===== config.mk =====
export PLATFORM = sky130hd
export DESIGN_NAME = button_debounce
export DESIGN_NICKNAME = d
export VERILOG_FILES = /design/src/rtl/button_debounce_pkg.sv /design/src/rtl/debounce_chan.sv /design/src/rtl/button_debounce.sv
export SDC_FILE = /design/constraint.sdc
export NUM_CORES = 1
export LEC_CHECK = 0
export CORE_ASPECT_RATIO = 0.7
export CORE_MARGIN = 2
export CORE_UTILIZATION = 30
export CTS_CLUSTER_DIAMETER = 100
export DETAILED_ROUTE_END_ITERATION = 7
export PLACE_DENSITY_LB_ADDON = 0.15
export SLEW_MARGIN = 5
export SYNTH_ARGS = -nofsm -noshare
export SYNTH_HDL_FRONTEND = slang
export SYNTH_HIERARCHICAL = 1
export SYNTH_SLANG_ARGS = --single-unit

===== constraint.sdc =====
create_clock -name CLKIN -period 2.23 [get_ports CLKIN]
set_clock_uncertainty 0.1 [all_clocks]
set_input_delay 0.3345 -clock CLKIN [delete_from_list [all_inputs] [get_ports CLKIN]]
set_output_delay 0.3345 -clock CLKIN [all_outputs]
set_load 0.02 [all_outputs]

===== src/rtl/button_debounce_pkg.sv =====
// Board-level constants shared by the push-button input path.
package button_debounce_pkg;

  // 2^18 cycles at the 12 MHz HX8K board clock is a debounce window of about 21.8 ms.
  localparam int unsigned DebounceCntWidth = 18;

  // Button pins brought out on the board.
  localparam int unsigned NumButtons = 4;

endpackage : button_debounce_pkg


===== src/rtl/debounce_chan.sv =====
// One debounced button channel: 2-FF synchronizer, stability counter, level and strobes.
module debounce_chan
  import button_debounce_pkg::*;
#(
  parameter int unsigned CNT_WIDTH = DebounceCntWidth
) (
  input  logic clk_i,
  input  logic rst_ni,
  input  logic btn_i,
  output logic level_o,
  output logic rise_o,
  output logic fall_o
);

  localparam logic [CNT_WIDTH-1:0] CntMax = '1;

  logic                 s1_q, s2_q;
  logic [CNT_WIDTH-1:0] cnt_q, cnt_d;
  logic                 level_q, level_d;
  logic                 rise_q, rise_d;
  logic                 fall_q, fall_d;

  // Synchronize the asynchronous pin; only s2_q is used by the channel logic.
  always_ff @(posedge clk_i or negedge rst_ni) begin
    if (!rst_ni) begin
      s1_q <= 1'b0;
      s2_q <= 1'b0;
    end else begin
      s1_q <= btn_i;
      s2_q <= s1_q;
    end
  end

  // Count consecutive cycles the synchronized pin disagrees with the level; accept at MAX.
  always_comb begin
    cnt_d   = cnt_q;
    level_d = level_q;
    rise_d  = 1'b0;
    fall_d  = 1'b0;
    if (s2_q == level_q) begin
      cnt_d = '0;
    end else if (cnt_q != CntMax) begin
      // Carry out is dropped; MAX is handled by the branch below so it never wraps.
      cnt_d = cnt_q + CNT_WIDTH'(1);
    end else begin
      level_d = s2_q;
      cnt_d   = '0;
      rise_d  = s2_q;
      fall_d  = ~s2_q;
    end
  end

  // Counter, level and strobe registers; strobes update on the same edge as the level.
  always_ff @(posedge clk_i or negedge rst_ni) begin
    if (!rst_ni) begin
      cnt_q   <= '0;
      level_q <= 1'b0;
      rise_q  <= 1'b0;
      fall_q  <= 1'b0;
    end else begin
      cnt_q   <= cnt_d;
      level_q <= level_d;
      rise_q  <= rise_d;
      fall_q  <= fall_d;
    end
  end

  assign level_o = level_q;
  assign rise_o  = rise_q;
  assign fall_o  = fall_q;

endmodule : debounce_chan


===== src/rtl/button_debounce.sv =====
// Debounces NBTN raw push-button pins into clean levels and one-cycle press/release strobes.
module button_debounce
  import button_debounce_pkg::*;
#(
  parameter int unsigned NBTN      = NumButtons,
  parameter int unsigned CNT_WIDTH = DebounceCntWidth
) (
  input  logic            CLKIN,
  input  logic            RESETN,
  input  logic [NBTN-1:0] BTN,
  output logic [NBTN-1:0] LEVEL,
  output logic [NBTN-1:0] RISE,
  output logic [NBTN-1:0] FALL
);

  // Channels are fully independent; one instance per pin.
  for (genvar i = 0; i < NBTN; i++) begin : g_chan
    debounce_chan #(
      .CNT_WIDTH(CNT_WIDTH)
    ) u_chan (
      .clk_i  (CLKIN),
      .rst_ni (RESETN),
      .btn_i  (BTN[i]),
      .level_o(LEVEL[i]),
      .rise_o (RISE[i]),
      .fall_o (FALL[i])
    );
  end

endmodule : button_debounce


======== After elaboration in Yosys (flattened, before gate mapping) ========
Index checks and enable logic that the tools add are counted.
word-level totals
  register bits ........................... 92
  input port bits ......................... 6
  output and inout bits ................... 12
  word-level logic and storage cells ...... 76
operators by class
  mux-type cells .......................... 24
  equal/unequal tests ..................... 8
  add/sub/neg operators ................... 4
  reduce and logical (&&, ||, !) cells .... 4
  bitwise operators ....................... 12
operators with widths
  kind                                                              number
  18-bit two-way mux                                                8
  18-bit by 1-bit adder with 18-bit output (second input constant)  4
  18-bit inequality test (second input constant)                    4
  1-bit two-way mux                                                 16
  1-bit NOT                                                         12
  2-bit AND reduction                                               4
  1-bit equality test                                               4

======== Depth between registers and ports, before layout ========
  depth in word-level cells ............... 3
  gate-level depth with buffers ........... 7
  gate-level depth less buffers ........... 5

======== Modules after synthesis ========
The synthesis kept the hierarchy.
by module, submodules not included
  module                                cells each  sequential area each (sq um)  instances  area each (sq um)
  debounce_chan (g_chan[0].u_chan ...)  98          575.6                         3          1068.5
  debounce_chan (g_chan[1].u_chan)      98          575.6                         1          1072.3

======== Worst setup path before layout ========
Ideal clock, no wire load.
  path type ............................... register to register
  start ................................... reg g_chan[0].u_chan.cnt_q[0]
  end ..................................... reg g_chan[0].u_chan.level_q
  setup slack ............................. 0.063 ns
  buffers on the path ..................... 2
  required time ........................... 2.005 ns
  arrival time ............................ 1.942 ns
  setup time .............................. 0.125 ns
  cell stages (with the launch flop) ...... 8
  period minus slack after synthesis ...... 2.167 ns
  cells stage by stage .................... dfrtp_1 -> ha_1 -> inv_1 -> or4_1 -> buf_2 -> or2_1 -> buf_6 -> mux2_4
on the way
  word-level cells in the longest chain between the ends .. 3
RTL lines
  element                        RTL line             text
  start, declared                debounce_chan.sv:18  logic [CNT_WIDTH-1:0] cnt_q, cnt_d;
  start signal, assigned         debounce_chan.sv:61  cnt_q <= cnt_d;
  18-bit inequality test         debounce_chan.sv:42  end else if (cnt_q != CntMax) begin
  1-bit NOT (no line)            --
  2-bit AND reduction (no line)  --
  end signal, assigned           debounce_chan.sv:62  level_q <= level_d;
  end, declared                  debounce_chan.sv:19  logic level_q, level_d;
No other way between the ends.
A chain may end at the register's enable or synchronous reset.

======== Worst setup path after layout ========
  start ................................... reg g_chan[1].u_chan.cnt_q[0]
  end ..................................... reg g_chan[1].u_chan.level_q
on the way
  word-level cells in the longest chain between the ends .. 3
RTL lines
  element                        RTL line
  start, declared                debounce_chan.sv:18
  start signal, assigned         debounce_chan.sv:61
  18-bit inequality test         debounce_chan.sv:42
  1-bit NOT (no line)            --
  2-bit AND reduction (no line)  --
  end signal, assigned           debounce_chan.sv:62
  end, declared                  debounce_chan.sv:19
No other way between the ends.

==> Flow_metrics.wiki <==
{| class="wikitable"
! Metric !! Value
|-
| Max-capacitance violation count || 0
|-
| Portion of the post-synthesis area used by sequential elements || 53.8%
|-
| Iteration-0 DRC Markers || 112
|-
| Main combinational cell family by area after synthesis || simple AND/OR/NAND/NOR gates
|-
| Clock Sink Count || between 90 and 100
|-
| Gate count of the mapped netlist || approximately 390
|-
| Area of the die || between 15000 and 20000 µm²
|-
| Share of the synthesized area in compound gates (AO/OA/AOI/OAI) || 3.39%
|-
| Port Buffers || 17
|-
| Overall die height || 104 µm
|-
| Ports placed on the boundary || 18
|-
| Antenna Diode Count || 0
|-
| Number of global-route vias before repair || slightly below 3000
|-
| Setup violation total in the final timing report || 0
|-
| RSZ-0062 raised after global routing || false
|-
| Share of post-route cells with drive strength above 1 || between 10% and 20%
|-
| Highest clock rate || ~470 MHz
|-
| Clock latency on the worst-skew pair || about 0.34 ns
|-
| DRC Markers || 0
|-
| Core footprint || about 14000 µm²
|-
| Final Wtd Congestion || 0.717
|-
| # fillers || around 1400
|-
| Net count reported at finish || ~440
|-
| Starting density of the core || 30.7%
|-
| Shortest clock period the worst path allows after layout || approximately 2.1 ns
|-
| Post-place setup slack || roughly 0.054 ns
|-
| Fraction of post-synthesis cell area in the top cell type by area || a little over half
|-
| Data arrival time at the worst-slack endpoint || 2.24 ns
|-
| Worst VDD drop || around 0.00035 V
|-
| Final setup margin || between 0.1 and 0.15 ns
|-
| Hold path cells || 0
|-
| Biggest cell delay along the critical path || slightly below 0.6 ns
|-
| Setup total negative slack || 0 ns
|-
| TritonCTS clock tree || done
|-
| Post-synth design cell area || roughly 4300 µm²
|-
| Antenna viol nets, final || 0
|-
| Final Cycle Share || a little over nine tenths
|-
| Buffer levels on the longest clock path || 2
|-
| Number of nets produced by synthesis || about 400
|-
| Mean Syn Cell Area || between 10 and 15 µm²
|-
| Post-synthesis mux area share || 3.28%
|-
| Status || finished clean
|-
| Clk pin slew, worst setup/hold paths || roughly 0.060 ns
|-
| Crit path max-delay cell type || sky130_fd_sc_hd__or4_4
|-
| Final Routed Wirelength || around 8.1 mm
|-
| Max-slew violations || 0
|-
| Cell count of the worst reg-to-reg path || 5
|-
| Routed length per instance || around 13 µm
|-
| FP Rows || 36
|-
| Total gr overflow || 0
|-
| Static leakage || approximately 0.0021 µW
|-
| Yosys synthesis warning count || 6
|-
| Post-synthesis share of cell area spent on full adders, half adders and majority gates || roughly 1.2%
|-
| Area taken by flip-flops and latches || between 2000 and 2500 µm²
|-
| Area of the multi-input gates || 1890 µm²
|-
| #FFs+latches synth || 92
|-
| Router iterations before antenna repair || 4
|-
| Antenna violations before repair || 0
|-
| Worst hold margin || ~0.25 ns
|-
| Largest fanout on the critical path || 7
|-
| Root Driver || sky130_fd_sc_hd__clkbuf_16
|-
| Routed via count divided by cell count || 4.62
|-
| Htree depth || 3
|-
| Class of the worst hold path || register to register
|-
| Required time at the worst-slack endpoint || about 2.4 ns
|-
| Largest area contributor in the synthesized netlist || sky130_fd_sc_hd__dfrtp_1
|-
| Largest net degree at the start of global routing || 37
|-
| Final hold vios || 0
|-
| Layout overhead on the synthesized area || 19.2%
|-
| Critical Path End Type || register
|-
| Xor and xnor fraction of the mapped netlist area || 11.5%
|-
| Area share of and/or/nand/nor cells after synthesis || between 20% and 30%
|-
| Die Wd || between 100 and 150 µm
|-
| Via count || approximately 2900
|-
| Type of origin of the critical path || register
|-
| Power per Cell Area || around 660 nW/µm²
|-
| Number of distinct standard cells referenced by the synthesized netlist || 29
|-
| Post-DP HPWL || 5.56 mm
|-
| Top area cells in the synthesized netlist || sky130_fd_sc_hd__dfrtp_1 54%, sky130_fd_sc_hd__xor2_1 7.6%, sky130_fd_sc_hd__nor2_1 4.7%
|-
| Cells along the critical path || ha_1, inv_1, or4_4, or2_1, mux2_4
|-
| Worst setup path class || register to register
|-
| Global-route usage over all layers || a little under an eighth
|-
| First-pass GRT wire length || around 14 mm
|-
| Pin slew with the least headroom to its limit || slightly above 0.6 ns
|-
| Inserted Clock Buffers || 9
|-
| Minimum setup slack among reg-to-reg paths || between 0.1 and 0.15 ns
|-
| Slew Limit Headroom || 58.1%
|}
==> state kept, by name, indices dropped and copies added, names as in the netlist <==
signal                 cells
g_chan.u_chan/s1_q         4
g_chan.u_chan/fall_o       4
g_chan.u_chan/level_o      4
g_chan.u_chan/s2_q         4
g_chan.u_chan/cnt_q       72
g_chan.u_chan/rise_o       4
==> metal layers <==
metal  track usage [%]  share of wire [%]  wire, µm
met5                 0                  0         0
met4              4.44                1.3       102
met3              3.60                3.4       276
met2              16.1                 41      3290
met1              17.3                 54      4390
==> cells by family after synthesis <==
group                      Yosys count
DFF                                 92
buffers and inverters               17
muxes                               12
adders and majority gates            4
xor gates and xnor gates            56
and+or+nand+nor                    183
AOI/OAI and AO/OA                   28
==> power by group <==
group	switching, µW	leakage (µW)	internal, µW
logic	84.1	0.000711	51.8
registers	27.4	0.00126	1690
clock network	595	0.000145	915
==> layout by cell type (no fill, tap or decap), drive strengths merged, types with 5 or more instances in the layout <==
cell type / n
a21oi: 12
and4: 11
buf: 24
clkbuf: 12
clkdlybuf4s50: 16
dfrtp: 92
inv: 5
mux2i: 8
nand2: 19
nand3: 23
nand4: 23
nor2: 53
nor3: 5
nor3b: 8
nor4: 9
nor4b: 8
o21ai: 12
or3: 8
xnor2: 19
xor2: 37
==> worst max-delay path: cells and delay by family, from the launching register on <==
family / cells / cell delay (ns)
buffers and inverters: 1 / 0.07
DFF: 1 / 0.41
and+or+nand+nor: 2 / 0.91
adders and majority gates: 1 / 0.19
muxes: 1 / 0.32
==> worst paths after layout <==
check,startpoint,end
max in group asynchronous,RESETN,g_chan[1].u_chan/cnt_q[13]
worst min-delay path,g_chan[2].u_chan/s1_q,g_chan[2].u_chan/s2_q
worst max register to register,g_chan[1].u_chan/cnt_q[0],g_chan[1].u_chan/level_o
worst min register to register,g_chan[2].u_chan/s1_q,g_chan[2].u_chan/s2_q
worst max-delay path,g_chan[1].u_chan/cnt_q[0],g_chan[1].u_chan/level_o
min in group asynchronous,RESETN,g_chan[1].u_chan/cnt_q[5]
==> cell usage after synthesis <==
cell	n
sky130_fd_sc_hd__xnor2_1	19
sky130_fd_sc_hd__and4_2	4
sky130_fd_sc_hd__mux2i_1	8
sky130_fd_sc_hd__and2_1	4
sky130_fd_sc_hd__a31oi_1	4
sky130_fd_sc_hd__ha_1	4
sky130_fd_sc_hd__and4_1	7
sky130_fd_sc_hd__nor3_1	5
sky130_fd_sc_hd__buf_2	8
sky130_fd_sc_hd__or3_2	8
sky130_fd_sc_hd__o21ai_0	12
sky130_fd_sc_hd__or2_1	4
sky130_fd_sc_hd__nand4_1	19
sky130_fd_sc_hd__nor2_1	53
sky130_fd_sc_hd__or4_1	4
sky130_fd_sc_hd__nor3b_1	8
sky130_fd_sc_hd__nor4b_1	8
sky130_fd_sc_hd__nand4_2	3
sky130_fd_sc_hd__nor4_1	9
sky130_fd_sc_hd__xor2_1	37
sky130_fd_sc_hd__a21oi_1	12
sky130_fd_sc_hd__inv_1	5
sky130_fd_sc_hd__and3_2	4
sky130_fd_sc_hd__mux2_4	4
sky130_fd_sc_hd__dfrtp_1	92
sky130_fd_sc_hd__buf_6	4
sky130_fd_sc_hd__nand4_4	1
sky130_fd_sc_hd__nand3_1	23
sky130_fd_sc_hd__nand2_1	19
==> through the flow <==
step | total power (µW) | util (%) | cell area, µm² | std cells
finish | 3370 | 36.6 | 5100 | 625
global route | 3530 | 36.6 | 5100 | 625
CTS | 3440 | 36.5 | 5080 | 625
detailed placement | 1890 | 34.4 | 4780 | 610
global placement | 1890 | 34.4 | 4780 | 610
floorplan | 1810 | - | 4280 | 392
==> layout make-up <==
class	count	area share, %
multi-input cells	283	37.0
clock inverters	2	0.687
inverters	5	0.368
well taps	190	4.66
repair buffers	41	7.11
clock buffers	12	5.03
flip-flops and latches	92	45.1
==> what timing repair did <==
action,CTS,global route
resized for setup,0,4
endpoints found under the setup margin,0,12
hold endpoints to repair,33,0
hold buffers,1,0
setup buffers,0,0
Power figures use the tool's default switching activity.
